===== config.mk =====
export PLATFORM = sky130hd
export DESIGN_NAME = seq_wide_adder
export DESIGN_NICKNAME = d
export VERILOG_FILES = /design/src/rtl/seq_wide_adder.sv
export SDC_FILE = /design/constraint.sdc
export NUM_CORES = 1
export LEC_CHECK = 0
export ABC_AREA = 0
export CORE_MARGIN = 2
export CORE_UTILIZATION = 45
export DETAILED_ROUTE_END_ITERATION = 8
export GPL_TIMING_DRIVEN = 1
export PLACE_DENSITY = 0.72
export REMOVE_ABC_BUFFERS = 1
export SETUP_SLACK_MARGIN = 0.2
export SLEW_MARGIN = 20
export SYNTH_ARGS = -nofsm -noshare
export SYNTH_HDL_FRONTEND = slang
export SYNTH_SLANG_ARGS = --single-unit

===== constraint.sdc =====
create_clock -name CLK -period 2.46 [get_ports CLK]
set_input_delay 0.738 -clock CLK [delete_from_list [all_inputs] [get_ports CLK]]
set_output_delay 0.738 -clock CLK [all_outputs]
set_load 0.02 [all_outputs]

===== src/rtl/seq_wide_adder.sv =====
// Multi-cycle wide adder/subtractor: processes one cascade_size-bit chunk per
// clock, LSB chunk first, rippling the carry through a register between chunks.
module seq_wide_adder #(
  parameter int cascade_size = 4,
  parameter int chunk_count  = 4
) (
  input  logic                                CLK,
  input  logic                                RST_N,
  input  logic                                START,
  input  logic                                SUB,
  input  logic                                C_IN,
  input  logic [cascade_size*chunk_count-1:0] A,
  input  logic [cascade_size*chunk_count-1:0] B,
  output logic [cascade_size*chunk_count-1:0] R,
  output logic                                C_OUT,
  output logic                                OVF,
  output logic                                BUSY,
  output logic                                DONE
);

  localparam int W  = cascade_size * chunk_count;
  localparam int IW = (chunk_count > 1) ? $clog2(chunk_count) : 1;

  typedef enum logic [1:0] {S_IDLE, S_RUN, S_FIN} state_t;

  state_t                  r_state;
  state_t                  w_next;
  logic [W-1:0]            r_a;
  logic [W-1:0]            r_b;
  logic [W-1:0]            r_r;
  logic                    r_carry;
  logic                    r_cout;
  logic                    r_ovf;
  logic [IW-1:0]           r_idx;
  logic [31:0]             w_base;
  logic [cascade_size-1:0] w_a_chunk;
  logic [cascade_size-1:0] w_b_chunk;
  logic [cascade_size:0]   w_chunk;
  logic                    w_last;

  assign w_base    = 32'(r_idx) * 32'(cascade_size);
  assign w_a_chunk = r_a[w_base +: cascade_size];
  assign w_b_chunk = r_b[w_base +: cascade_size];
  assign w_chunk   = {1'b0, w_a_chunk} + {1'b0, w_b_chunk}
                   + {{cascade_size{1'b0}}, r_carry};
  assign w_last    = (r_idx == IW'(chunk_count - 1));

  assign R     = r_r;
  assign C_OUT = r_cout;
  assign OVF   = r_ovf;

  always_comb begin
    w_next = r_state;
    BUSY   = 1'b0;
    DONE   = 1'b0;
    case (r_state)
      S_IDLE: if (START) w_next = S_RUN;
      S_RUN: begin
        BUSY = 1'b1;
        if (w_last) w_next = S_FIN;
      end
      S_FIN: begin
        DONE   = 1'b1;
        w_next = S_IDLE;
      end
      default: w_next = S_IDLE;
    endcase
  end

  // Subtraction is folded into the add path: B is inverted and the borrow-in
  // becomes an inverted carry-in, so A + ~B + ~C_IN == A - B - C_IN.
  always_ff @(posedge CLK or negedge RST_N) begin
    if (!RST_N) begin
      r_state <= S_IDLE;
      r_a     <= '0;
      r_b     <= '0;
      r_r     <= '0;
      r_carry <= 1'b0;
      r_cout  <= 1'b0;
      r_ovf   <= 1'b0;
      r_idx   <= '0;
    end else begin
      r_state <= w_next;
      case (r_state)
        S_IDLE: begin
          if (START) begin
            r_a     <= A;
            r_b     <= SUB ? ~B : B;
            r_carry <= SUB ? ~C_IN : C_IN;
            r_idx   <= '0;
            r_r     <= '0;
          end
        end
        S_RUN: begin
          r_r[w_base +: cascade_size] <= w_chunk[cascade_size-1:0];
          r_carry                     <= w_chunk[cascade_size];
          if (w_last) begin
            r_cout <= w_chunk[cascade_size];
            // Top bit of the last chunk sum is the final R[W-1].
            r_ovf  <= (r_a[W-1] == r_b[W-1]) &&
                      (w_chunk[cascade_size-1] != r_a[W-1]);
          end else begin
            r_idx <= r_idx + IW'(1);
          end
        end
        default: ;
      endcase
    end
  end

endmodule


==> impl_metrics.yaml <==
outcome:
  outcome: "finished clean"
cells_and_area:
  stdcell_area_um2: 3598
  multi_input_area_um2: 1305
  area_growth_pct: 31.26
  nNetsFinal: 333
  layout-drive-gt1-share_pct: 22.57
  seq_area_um2: 1379
  fillers: 499
  n_antenna_cell: 0
grt:
  grt_pass1_vias: 1973
  grt_usage_pct: 18.19
  grt_pass1_wl_um: 9321
  grt_overflow: 0
  antenna_found_initial: 0
  grt_max_degree: 36
synthesis:
  yosys_register_bits: 55
  yosys.area_share.adder_pct: 4.655
  synthesis.area_um2: 2741
  syn_avg_cell_area_um2: 12.58
  ys_top_cells_by_area: "dfrtp_1 (50%), mux2_2 (7.0%), mux4_2 (6.6%), xnor2_1 (5.8%), a22o_1 (5.4%)"
  ys_types: 33
  synth_top_family_by_area: "multiplexers"
  synth_xor_area_share_pct: 6.070
  synth_top_area_share_pct: 50.21
  ys_seq_area_share_pct: 50.21
  synth_mux_area_share_pct: 13.56
  yosysWarnings: 0
  synthSimpleGateAreaFrac_pct: 10.59
  synth_compound_area_share_pct: 10.86
  synth_largest_area_cell: "dfrtp_1"
  syn_inst: 218
clock_tree:
  clock_tree.buffer_depth: 2
  cts_tree: "yes"
  clk_pin_slew_ns: 0.09
  cts_buffers: 5
  clock_latency_ns: 0.31
  htreeDepth: 2
  clock-sinks: 55
  cts_root_buffer: "clkbuf_8"
die:
  initial_core_util_pct: 46.30
  dieArea_um2: 6732
  die-width_um: 82.05
  ios: 57
  core-area_um2: 5921
  std_cell_rows: 28
  die-height_um: 82.05
setup_path:
  required_ns: 2.67
  crit_path_end_kind: "register"
  reg2reg_setup_slack_ns: 0.14
  worstSetupStartpoint: "r_idx[0]"
  worst-r2r-cell-count: 6
  r2r-start: "r_idx[0]"
  reg2reg_to: "R[14]"
  path_class: "register to register"
  path_max_fanout: 4
  critPathArrivalTime_ns: 2.53
  critPathLaunchType: "register"
place:
  port_buffers: 56
  gp_congestion: 0.8150
  dp_hpwl_um: 4067
  post_dp_cell_area_um2: 3417
routing:
  wl_per_cell_um: 14.99
  vias: 1900
  drcViolationCount: 0
  first_iter_violations: 84
  drt-total-wl_um: 5440
  vias_per_cell: 5.234
  antenna_left: 0
  dr.pass1.iters: 4
timing:
  setup_viol: 0
  rsz0062_at_grt: "true"
  worstMarginPinSlew_ns: 0.5312
  finalClockSkew_ns: 0.009334
  finalMaxSlewViolations: 0
  timing.final.crit_share_pct: 94.49
  fin_crit_ns: 2.325
  slew_headroom_pct: 64.59
  timing_hold_violations_final: 0
  max_freq_mhz: 430.2
pwr:
  power_leakage_uw: 0.001502
  irDropWorstVdd_mv: 0.8336
  power_density_nw_per_um2: 1492
  power.total_uw: 5369
min_path:
  hp-class: "input port to asynchronous set/reset pin"
flow_run:
  drv_cap: 0
[per-stage QoR]
stage	utilization [%]	instances	setup TNS [ns]	setup slack [ns]	hold slack, ns
2_1_floorplan	-	207	-2.545	-0.2632	0.4424
3_3_place_gp	57.71	350	0	0.02546	0.4865
3_5_place_dp	57.71	350	-0.1542	-0.04114	0.4855
4_1_cts	60.02	361	0	0.1199	0.4137
5_1_grt	60.78	363	0	0.07252	0.4234
6_report	60.78	363	0	0.1355	0.3999
[timing repair]
item,CTS,global route
endpoints found under the hold margin,0,0
pin swaps,6,7
hold buffers,0,0
resized for setup,13,3
buffers inserted,3,2
endpoints found under the setup margin,17,12
[area by class of cell]
class                   count  area share (%)
flip-flops and latches     55           38.32
clock inverters             1          0.1391
inverters                   6          0.6259
well taps                  75           2.608
multi-input cells         146           36.27
repair buffers             73           19.92
clock buffers               7           2.121
[placed cells by master, fill, tap and decap left out, types with 2 or more instances in the layout]
cell type,synthesis,routed
nand2_1,14,14
nor2_1,23,23
fa_2,0,2
buf_4,4,13
buf_12,0,2
a21o_1,2,2
ha_1,7,5
dfrtp_2,0,2
xnor2_1,18,17
clkdlybuf4s50_1,0,53
clkbuf_8,0,5
dlygate4sd2_1,0,2
mux2_2,17,17
nor3b_4,2,2
a21oi_1,20,18
ha_4,0,2
inv_1,6,6
dfrtp_1,55,53
a21oi_2,0,2
a22o_1,17,17
mux4_2,8,8
clkbuf_1,1,2
[critical path, stage by stage, from the launching register on]
cell     delay (ns)
dfrtp_2        0.44
mux4_2         0.53
fa_2           0.40
fa_2           0.36
xor2_1         0.15
buf_4          0.15
a22o_1         0.20
[synth_stat cells, drive strengths merged]
| library cell | count |
|---|---|
| a2111oi | 1 |
| a21o | 2 |
| a21oi | 20 |
| a22o | 17 |
| a31oi | 1 |
| and3 | 1 |
| buf | 10 |
| clkbuf | 1 |
| dfrtp | 55 |
| fa | 2 |
| ha | 7 |
| inv | 6 |
| mux2 | 17 |
| mux4 | 8 |
| nand2 | 14 |
| nand2b | 2 |
| nand3 | 1 |
| nand3b | 1 |
| nor2 | 23 |
| nor3 | 1 |
| nor3b | 3 |
| nor4 | 1 |
| nor4b | 1 |
| o211ai | 1 |
| o21ai | 1 |
| o22ai | 1 |
| or3 | 1 |
| xnor2 | 18 |
| xor2 | 1 |
[kinds of logic after synthesis]
family / Yosys count
xor gates and xnor gates: 19
AOI/OAI and AO/OA: 44
DFF: 55
adders and majority gates: 9
buffers and inverters: 17
and+or+nand+nor: 49
muxes: 25
[state kept, by name (all words and copies together) (netlist names)]
name and cells:
R 16, r_b 16, C_OUT 1, r_carry 1
r_a 16, r_state 2, OVF 1, r_idx 2
[layer usage]
| metal | global-route usage (%) | vias to the layer above | part of all wire [%] |
|---|---|---|---|
| met2 | 30.41 | 37 | 51 |
| met3 | 3.736 | 5 | 3.4 |
| met4 | 5.333 | 0 | 0.97 |
| li1 | - | 912 | - |
| met5 | 0 | - | 0 |
| met1 | 23.96 | 946 | 44 |
[worst max path at each step]
stage / to / slack [ns] / cells after the start
after detailed placement: R[7] / -0.04 / 7
after global placement: R[14] / 0.03 / 6
after CTS: R[14] / 0.12 / 6
final: R[14] / 0.14 / 6
after global routing: R[14] / 0.07 / 6
after floorplan: r_carry / -0.26 / 6
[power by group]
part           internal, uW  switching, uW
logic                  1680           1600
clock network           200            277
registers              1310            294
total                  3190           2180
No activity file was read; power rests on OpenSTA's default activity.
